===== config.mk =====
export PLATFORM = sky130hd
export DESIGN_NAME = seq_display_ctrl
export DESIGN_NICKNAME = d
export VERILOG_FILES = /design/src/rtl/simon_pkg.sv /design/src/rtl/bcd_score_counter.sv /design/src/rtl/seq_display_ctrl.sv
export SDC_FILE = /design/constraint.sdc
export NUM_CORES = 1
export LEC_CHECK = 0
export CORE_MARGIN = 5
export CORE_UTILIZATION = 50
export DETAILED_ROUTE_END_ITERATION = 7
export GPL_TIMING_DRIVEN = 1
export PLACE_DENSITY = 0.68
export SLEW_MARGIN = 20
export SYNTH_ARGS = -nofsm -noshare
export SYNTH_HDL_FRONTEND = slang
export SYNTH_HIERARCHICAL = 1
export SYNTH_SLANG_ARGS = --single-unit

===== constraint.sdc =====
create_clock -name clk -period 3 [get_ports clk]
set_input_delay 0.6 -clock clk [delete_from_list [all_inputs] [get_ports clk]]
set_output_delay 0.6 -clock clk [all_outputs]
set_load 0.01 [all_outputs]

===== src/rtl/simon_pkg.sv =====
// -----------------------------------------------------------------------------
// simon_pkg
// Shared types and constants for the Simon display path.
//   disp_state_t : playback sequencer states (IDLE..DONE)
//   DIGIT_BLANK  : code the sevenSeg decoder renders as an unlit digit
//   bcd_t        : one BCD digit
// -----------------------------------------------------------------------------
package simon_pkg;

  typedef enum logic [2:0] {
    IDLE  = 3'd0,
    FETCH = 3'd1,
    LOAD  = 3'd2,
    SHOW  = 3'd3,
    GAP   = 3'd4,
    DONE  = 3'd5
  } disp_state_t;

  localparam logic [3:0] DIGIT_BLANK = 4'hF;

  typedef logic [3:0] bcd_t;

endpackage


===== src/rtl/bcd_score_counter.sv =====
// -----------------------------------------------------------------------------
// bcd_score_counter
// Two-digit BCD score, 00..99, saturating at 99. Clear wins over increment.
// Ports:
//   clk, reset_n : clock, asynchronous active-low reset (score -> 00)
//   inc          : add one to the score
//   clr          : force the score to 00
//   tens, ones   : registered BCD digits
// -----------------------------------------------------------------------------
module bcd_score_counter
  import simon_pkg::*;
(
  input  logic clk,
  input  logic reset_n,
  input  logic inc,
  input  logic clr,
  output bcd_t tens,
  output bcd_t ones
);

  // Returns {tens, ones} after one increment, holding at 99.
  function automatic logic [7:0] bcd_sat_inc(input bcd_t t, input bcd_t o);
    logic [7:0] r;
    if (t == 4'd9 && o == 4'd9)
      r = {t, o};
    else if (o == 4'd9)
      r = {t + 4'd1, 4'd0};
    else
      r = {t, o + 4'd1};
    return r;
  endfunction

  always_ff @(posedge clk or negedge reset_n) begin
    if (!reset_n) begin
      tens <= 4'd0;
      ones <= 4'd0;
    end else if (clr) begin
      tens <= 4'd0;
      ones <= 4'd0;
    end else if (inc) begin
      {tens, ones} <= bcd_sat_inc(tens, ones);
    end
  end

endmodule


===== src/rtl/seq_display_ctrl.sv =====
// -----------------------------------------------------------------------------
// seq_display_ctrl
// Plays the stored Simon sequence on the seven-segment digit: each digit is
// fetched from the sequence RAM, shown for ON_CYCLES, then blanked for
// OFF_CYCLES. Also hosts the two-digit BCD player score.
//
// Optional build macro SEQ_ABORT_EN: adds an 'abort' input that returns a
// running playback to IDLE (blank, not busy, no done pulse).
//
// Ports:
//   clk, reset_n          : clock, asynchronous active-low reset
//   start                 : one-cycle pulse, accepted only in IDLE
//   seq_len               : digits to play, clipped to MAX_LEN, sampled on start
//   abort                 : (SEQ_ABORT_EN only) cancel playback
//   mem_addr / mem_data   : sequence RAM address / data (data one clock later)
//   busy                  : high from accepted start until DONE completes
//   done                  : one-cycle pulse at the end of playback
//   digit_code            : to sevenSeg decoder, 4'hF = blank
//   score_inc, score_clr  : score controls (clear wins)
//   score_tens, score_ones: BCD score digits
// -----------------------------------------------------------------------------
module seq_display_ctrl
  import simon_pkg::*;
#(
  parameter int ON_CYCLES  = 25000000,
  parameter int OFF_CYCLES = 12500000,
  parameter int MAX_LEN    = 16,
  parameter int ADDR_W     = 4
) (
  input  logic              clk,
  input  logic              reset_n,
  input  logic              start,
  input  logic [ADDR_W:0]   seq_len,
`ifdef SEQ_ABORT_EN
  input  logic              abort,
`endif
  output logic [ADDR_W-1:0] mem_addr,
  input  logic [3:0]        mem_data,
  output logic              busy,
  output logic              done,
  output logic [3:0]        digit_code,
  input  logic              score_inc,
  input  logic              score_clr,
  output bcd_t              score_tens,
  output bcd_t              score_ones
);

  localparam int TIMER_MAX = (ON_CYCLES > OFF_CYCLES) ? ON_CYCLES : OFF_CYCLES;
  localparam int TIMER_W   = (TIMER_MAX < 2) ? 1 : $clog2(TIMER_MAX);

  localparam logic [TIMER_W-1:0] ON_LAST  = TIMER_W'(ON_CYCLES - 1);
  localparam logic [TIMER_W-1:0] OFF_LAST = TIMER_W'(OFF_CYCLES - 1);
  localparam logic [ADDR_W:0]    LEN_MAX  = (ADDR_W + 1)'(MAX_LEN);

  disp_state_t        state;
  logic [TIMER_W-1:0] timer;
  logic [ADDR_W:0]    idx;
  logic [ADDR_W:0]    len;
  logic [ADDR_W:0]    len_clip;
  logic [ADDR_W:0]    idx_next;
  logic               abort_req;

`ifdef SEQ_ABORT_EN
  assign abort_req = abort;
`else
  assign abort_req = 1'b0;
`endif

  assign len_clip = (seq_len > LEN_MAX) ? LEN_MAX : seq_len;
  assign idx_next = idx + 1'b1;

  // Playback sequencer. Every output is updated on the transition that
  // enters the state it belongs to, so all outputs come straight from flops.
  always_ff @(posedge clk or negedge reset_n) begin
    if (!reset_n) begin
      state      <= IDLE;
      busy       <= 1'b0;
      done       <= 1'b0;
      mem_addr   <= '0;
      digit_code <= DIGIT_BLANK;
      idx        <= '0;
      len        <= '0;
      timer      <= '0;
    end else begin
      done <= 1'b0;
      if (abort_req && state != IDLE) begin
        state      <= IDLE;
        busy       <= 1'b0;
        digit_code <= DIGIT_BLANK;
        timer      <= '0;
      end else begin
        case (state)
          IDLE: begin
            digit_code <= DIGIT_BLANK;
            if (start) begin
              len   <= len_clip;
              idx   <= '0;
              timer <= '0;
              if (len_clip == '0) begin
                // Nothing to play: address left untouched, straight to DONE.
                state <= DONE;
              end else begin
                state    <= FETCH;
                busy     <= 1'b1;
                mem_addr <= '0;
              end
            end
          end
          FETCH: state <= LOAD;
          LOAD: begin
            // RAM data for mem_addr is valid during this cycle.
            digit_code <= mem_data;
            timer      <= '0;
            state      <= SHOW;
          end
          SHOW: begin
            if (timer == ON_LAST) begin
              timer      <= '0;
              digit_code <= DIGIT_BLANK;
              state      <= GAP;
            end else begin
              timer <= timer + 1'b1;
            end
          end
          GAP: begin
            if (timer == OFF_LAST) begin
              timer <= '0;
              if (idx_next < len) begin
                // idx_next < len <= MAX_LEN <= 2**ADDR_W, so the slice is exact.
                idx      <= idx_next;
                mem_addr <= idx_next[ADDR_W-1:0];
                state    <= FETCH;
              end else begin
                state <= DONE;
              end
            end else begin
              timer <= timer + 1'b1;
            end
          end
          DONE: begin
            busy  <= 1'b0;
            done  <= 1'b1;
            state <= IDLE;
          end
          default: state <= IDLE;
        endcase
      end
    end
  end

  bcd_score_counter u_score (
    .clk     (clk),
    .reset_n (reset_n),
    .inc     (score_inc),
    .clr     (score_clr),
    .tens    (score_tens),
    .ones    (score_ones)
  );

endmodule


## Word-level counts from Yosys, hierarchy flattened

Index checks and enable logic that the tools add are counted.

| operators by class | value |
|---|---|
| reduce and logical (&&, ||, !) cells | 18 |
| add/subtract/negate cells | 4 |
| mux-type cells | 32 |
| order comparisons | 2 |
| eq/ne operators | 15 |

Operators with widths:

| operator | count |
|---|---|
| one-hot mux 25 bit (4 select lines) | 1 |
| two-way mux 25 bit | 3 |
| two-way mux 4 bit | 9 |
| adder 25 x 1 -> 25 bit, second input constant | 1 |
| == test 25 x 24 -> 1 bit, second input constant | 1 |
| == test 25 bit, second input constant | 1 |
| two-way mux 5 bit | 4 |
| two-way mux 8 bit | 2 |
| two-way mux 3 bit | 5 |
| one-hot mux 3 bit (5 select lines) | 1 |
| inequality test 2 bit, second input constant | 6 |
| one-hot mux 4 bit (3 select lines) | 1 |
| one-hot mux 5 bit (2 select lines) | 1 |
| AND reduction 3 bit | 3 |
| adder 4 x 1 -> 4 bit, second input constant | 2 |
| == test 4 bit, second input constant | 2 |
| one-hot mux 4 bit (2 select lines) | 1 |
| AND reduction 2 bit | 4 |
| nonzero test 2 bit | 4 |
| == test 3 x 2 -> 1 bit, second input constant | 2 |
| == test 3 bit, second input constant | 2 |
| adder 5 x 1 -> 5 bit, second input constant | 1 |
| > comparator 5 bit, second input constant | 1 |
| logical NOT 5 bit | 1 |
| other kinds (10) | 12 |

| word-level totals | value |
|---|---|
| register bits | 56 |

## Depth between registers and ports, before layout

| depth | value |
|---|---|
| depth after elaboration | 6 |
| depth in mapped cells | 9 |

## By module

The synthesis kept the hierarchy.

By module, submodules not included:

| module | instances | cells each | seq. area each (sq um) | area each (sq um) |
|---|---|---|---|---|
| seq_display_ctrl | 1 | 291 | 1206.2 | 2785.2 |
| bcd_score_counter | 1 | 51 | 200.2 | 480.5 |

## Worst setup path after synthesis

No wires, ideal clock.

| path | value |
|---|---|
| kind | register to register |
| from | register idx[0] |
| to | register mem_addr[0] |
| setup slack | 0.641 ns |
| path buffers | 0 |
| stages on the path, launching flop included | 9 |
| data required time | 2.875 ns |
| clock period less this slack | 2.359 ns |
| arrival time | 2.235 ns |
| cells stage by stage | dfrtp_1 > ha_1 > xor2_1 > ha_1 > a211o_1 > a21oi_1 > nand4_1 > a21oi_2 > mux2_2 |

| between the ends | value |
|---|---|
| cells in the longest elaborated chain, start to end | 4 |
| elaborated cells between the ends (all ways) | 7 |
| classes of those cells | 1 x add/sub; 1 x order compare; 1 x eq/ne; 3 x mux; 1 x reduce/logical |

RTL lines:

| what | line | source |
|---|---|---|
| start: declaration | seq_display_ctrl.sv:57 | `logic [ADDR_W:0] idx;` |
| start signal: assignment | seq_display_ctrl.sv:130 | `idx <= idx_next;` |
| adder 5 x 1 -> 5 bit * | seq_display_ctrl.sv:70 | `assign idx_next = idx + 1'b1;` |
| < comparator 5 bit / two-way mux 4 bit (equally long branches) | seq_display_ctrl.sv:128 | `if (idx_next < len) begin` |
| inequality test 2 bit (no line) / two-way mux 4 bit (equally long branches) | - |  |
| AND reduction 5 bit (no line) / one-hot mux 4 bit (2 select lines) (equally long branches) | - |  |
| end signal: assignment | seq_display_ctrl.sv:131 | `mem_addr <= idx_next[ADDR_W-1:0];` |
| end: declaration | seq_display_ctrl.sv:37 | `output logic [ADDR_W-1:0] mem_addr,` |

Every way passes the cells marked *; elsewhere a longest branch is shown, timed or not. The select of a mux whose other input is x is not followed.
A chain may end at the register's enable or synchronous reset.

## Worst setup path in the final report

Ends and elaborated chain as after synthesis.

==> flow_results.xml <==
<?xml version="1.0" encoding="UTF-8"?>
<metrics>
  <group name="cts">
    <metric name="htree_num_levels" unit="">2</metric>
    <metric name="ctsRootBufferMaster" unit="">sky130_fd_sc_hd__clkbuf_8</metric>
    <metric name="cts_tree" unit="">done</metric>
    <metric name="holdBufCountCts" unit="">0</metric>
    <metric name="clock_sink_count" unit="">56</metric>
    <metric name="clk_transition_reported_paths" unit="ns">0.10</metric>
    <metric name="worst_skew_pair.late_latency" unit="ns">0.31</metric>
    <metric name="cts_post_setup_buffers_inserted" unit="">0</metric>
    <metric name="cts_inserted_buffers" unit="">5</metric>
    <metric name="post_cts_resize_count" unit="">0</metric>
    <metric name="max-clock-path-buffers" unit="">2</metric>
  </group>
  <group name="grt">
    <metric name="grt_overflow" unit="">0</metric>
    <metric name="global_route_wire_length_before_repair" unit="mm">12.3</metric>
    <metric name="grt_usage" unit="%">17.4</metric>
    <metric name="grt_max_degree" unit="">32</metric>
    <metric name="initial_antenna_violation_count" unit="">0</metric>
    <metric name="first_global_vias" unit="">2659</metric>
  </group>
  <group name="drt">
    <metric name="total_iterations_of_the_first_detailed_routing_run" unit="">4</metric>
    <metric name="via_count" unit="">2614</metric>
    <metric name="via_density_per_instance" unit="">5.81</metric>
    <metric name="initialDrtViolationCount" unit="">110</metric>
    <metric name="wl_per_cell" unit="microns">15.1</metric>
    <metric name="detail-route-antenna-nets" unit="">0</metric>
    <metric name="drcViolationCount" unit="">0</metric>
    <metric name="routed_wirelength" unit="mm">6.80</metric>
  </group>
  <group name="hold_path">
    <metric name="hold_path.class" unit="">input pin to async pin</metric>
  </group>
  <group name="logic_synthesis">
    <metric name="synthMostInstantiatedCell" unit="">sky130_fd_sc_hd__dfrtp_1</metric>
    <metric name="postSynthCellCount" unit="">342</metric>
    <metric name="postSynthAreaPerCell" unit="sq um">9.55</metric>
    <metric name="synthFlopType" unit="">sky130_fd_sc_hd__dfrtp_1</metric>
    <metric name="synthesis.area" unit="sq um">3270</metric>
    <metric name="synth.area.top_cells" unit="">sky130_fd_sc_hd__dfrtp_1, sky130_fd_sc_hd__xnor2_1, sky130_fd_sc_hd__nor2_1</metric>
    <metric name="ys_async_sr_fraction" unit="%">100</metric>
    <metric name="number_of_synthesized_flops_with_an_enable_pin" unit="">0</metric>
    <metric name="post-synth-top-area-fraction" unit="%">39.8</metric>
    <metric name="post_synth_most_frequent_cells" unit="">sky130_fd_sc_hd__dfrtp_1, sky130_fd_sc_hd__nor2_1, sky130_fd_sc_hd__nand2_1</metric>
    <metric name="synth_warnings" unit="">6</metric>
    <metric name="post_synth_num_cell_types" unit="">64</metric>
    <metric name="netlist.top_cell.by_area" unit="">sky130_fd_sc_hd__dfrtp_1</metric>
    <metric name="synth_seq_cells" unit="">56</metric>
    <metric name="postSynthNetCount" unit="">366</metric>
    <metric name="synth_seq_area_share" unit="%">43.1</metric>
  </group>
  <group name="critical_path">
    <metric name="worst_setup_path_end_kind" unit="">register</metric>
    <metric name="reg2reg_slack" unit="ns">0.39</metric>
    <metric name="critical_path.cell_chain" unit="">ha_1 &gt; xor2_1 &gt; ha_1 &gt; a211o_1 &gt; a21oi_1 &gt; nand4_1 &gt; a21oi_2 &gt; mux2_2</metric>
    <metric name="setup.worst_path.end" unit="">mem_addr[0]</metric>
    <metric name="max_stage_delay" unit="ns">0.43</metric>
    <metric name="crit_slowest_cell" unit="">sky130_fd_sc_hd__dfrtp_1</metric>
    <metric name="worst-path-max-fanout" unit="">5</metric>
    <metric name="timing.critical_path.buf_inv" unit="">0</metric>
    <metric name="r2r-end" unit="">mem_addr[0]</metric>
    <metric name="timing.critical_path.from" unit="">idx[0]</metric>
    <metric name="critical_path.most_common_cell" unit="">sky130_fd_sc_hd__ha_1</metric>
    <metric name="r2r-start" unit="">idx[0]</metric>
    <metric name="worstSetupPathDepth" unit="">8</metric>
    <metric name="timing.critical_path.from_type" unit="">register</metric>
    <metric name="setup.worst_path.class" unit="">register to register</metric>
    <metric name="worstRegToRegCells" unit="">8</metric>
    <metric name="worst-endpoint-required" unit="ns">3.20</metric>
    <metric name="cp_top_family" unit="">compound AO/OA/AOI/OAI gates</metric>
    <metric name="cp.arrival" unit="ns">2.80</metric>
  </group>
  <group name="floorplan">
    <metric name="die_w" unit="microns">90.8</metric>
    <metric name="rows" unit="">29</metric>
    <metric name="io_pins" unit="">32</metric>
    <metric name="floorplan.initialDensity" unit="%">51.4</metric>
    <metric name="chipHeight" unit="microns">90.8</metric>
    <metric name="design.core.area" unit="sq um">6350</metric>
    <metric name="floorplan.die_area" unit="sq um">8250</metric>
  </group>
  <group name="finish">
    <metric name="nets" unit="">396</metric>
    <metric name="multi_input_area" unit="sq um">1710</metric>
    <metric name="final_cell_area" unit="sq um">3720</metric>
    <metric name="diodes" unit="">0</metric>
    <metric name="area_delta_synth_final" unit="%">13.9</metric>
    <metric name="finish.utilization" unit="%">58.6</metric>
    <metric name="layout-drive-gt1-share" unit="%">10.7</metric>
    <metric name="n_fill_cell" unit="">576</metric>
    <metric name="layout.area.seq" unit="sq um">1410</metric>
  </group>
  <group name="sta">
    <metric name="worst_hold_slack" unit="ns">0.323</metric>
    <metric name="final.min_clock_period" unit="ns">2.61</metric>
    <metric name="min_period_over_period" unit="%">86.9</metric>
    <metric name="timing_max_transition_violations_final" unit="">0</metric>
    <metric name="report.final.hold_viol_count" unit="">0</metric>
    <metric name="unrepaired_setup_endpoints_after_global_routing" unit="">false</metric>
    <metric name="max_slew.worst_pin.slew" unit="ns">0.694</metric>
    <metric name="final.setup_skew" unit="ns">0.00925</metric>
    <metric name="max_freq" unit="MHz">384</metric>
    <metric name="setup_total_negative_slack" unit="ns">0</metric>
    <metric name="final_setup_violation_count" unit="">0</metric>
    <metric name="slew_headroom" unit="%">53.7</metric>
  </group>
  <group name="flow_run">
    <metric name="max-cap-violations" unit="">0</metric>
  </group>
  <group name="power_and_ir_drop">
    <metric name="power.density" unit="nW/um^2">662</metric>
    <metric name="total_leakage_power" unit="nW">1.49</metric>
    <metric name="report.power.total" unit="mW">2.46</metric>
    <metric name="ir_drop" unit="V">0.000531</metric>
  </group>
  <group name="outcome">
    <metric name="status" unit="">finished clean</metric>
  </group>
  <group name="placement">
    <metric name="place.gp.congestion" unit="">0.805</metric>
    <metric name="numPortBuffers" unit="">31</metric>
    <metric name="detailed_place.area" unit="sq um">3610</metric>
    <metric name="place_hpwl" unit="mm">4.94</metric>
  </group>
</metrics>
[cell usage in the layout, fill, tap and decap left out, drive strengths merged, types with 10 or more instances in the layout]
| cell | Yosys | final |
|---|---|---|
| ha | 10 | 10 |
| clkdlybuf4s50 | 0 | 30 |
| nor3 | 11 | 11 |
| inv | 16 | 16 |
| nor4 | 12 | 12 |
| a21oi | 11 | 11 |
| nand2 | 26 | 26 |
| dfrtp | 52 | 52 |
| o21ai | 18 | 18 |
| nand3 | 17 | 17 |
| nor2 | 41 | 41 |
| xnor2 | 18 | 18 |
[worst min-delay path by stage]
stage	to	depth (start not counted)	slack, ns	startpoint
after floorplan	busy	0	0.30	reset_n
after global placement	len[2]	2	0.47	len[2]
after detailed placement	len[3]	2	0.48	len[3]
after CTS	mem_addr[3]	1	0.35	reset_n
after global routing	mem_addr[3]	1	0.38	reset_n
final	mem_addr[3]	1	0.32	reset_n
[worst register-to-register path, stage by stage, from the launching register on]
cell and delay, ns:
sky130_fd_sc_hd__dfrtp_1 0.43, sky130_fd_sc_hd__ha_1 0.27, sky130_fd_sc_hd__xor2_1 0.22, sky130_fd_sc_hd__ha_1 0.28, sky130_fd_sc_hd__a211o_1 0.28, sky130_fd_sc_hd__a21oi_1 0.15, sky130_fd_sc_hd__nand4_1 0.18, sky130_fd_sc_hd__a21oi_2 0.33
sky130_fd_sc_hd__mux2_2 0.37
[cells by family after synthesis]
logic type,after synthesis,share of synthesized area [%]
compound gates,60,12.6
buf+inv,29,4.64
fa+ha+maj,10,3.83
mux,11,3.68
flops,56,43.1
simple gates,157,27.1
xor+xnor,19,5.10
[cell type report]
type,instances,share of cell area (%)
inverters,16,1.61
multi-input cells,257,45.9
clock inverters,2,0.941
well taps,77,2.59
flip-flops and latches,56,37.8
clock buffers,6,1.95
repair buffers,36,9.21
[state kept, by name (all words and copies together) (netlist names), 3 cells and up]
| name | flops |
|---|---|
| timer | 25 |
| state | 3 |
| len | 5 |
| u_score/ones | 4 |
| mem_addr | 4 |
| idx | 5 |
| u_score/tens | 4 |
| digit_code | 4 |
[stage by stage]
step | setup WS [ns] | instances
final | 0.393 | 450
after global routing | 0.177 | 450
after CTS | 0.391 | 450
after detailed placement | 0.397 | 442
after global placement | 0.524 | 442
after floorplan | 0.641 | 342
[report_power, final]
group | total, mW | switching [mW] | internal (mW)
sequential | 1.10 | 0.170 | 0.928
combinational | 0.873 | 0.494 | 0.379
clock | 0.492 | 0.244 | 0.248
total | 2.46 | 0.908 | 1.56
[per-layer routing]
layer | up-vias | part of all wire, % | GRT usage [%]
li1 | 1291 | - | -
met1 | 1284 | 47 | 23.2
met2 | 32 | 49 | 29.5
met3 | 7 | 2.9 | 3.33
met4 | 0 | 0.90 | 3.79
met5 | - | 0 | 0
Note: power is estimated with default switching activity, not from simulation.
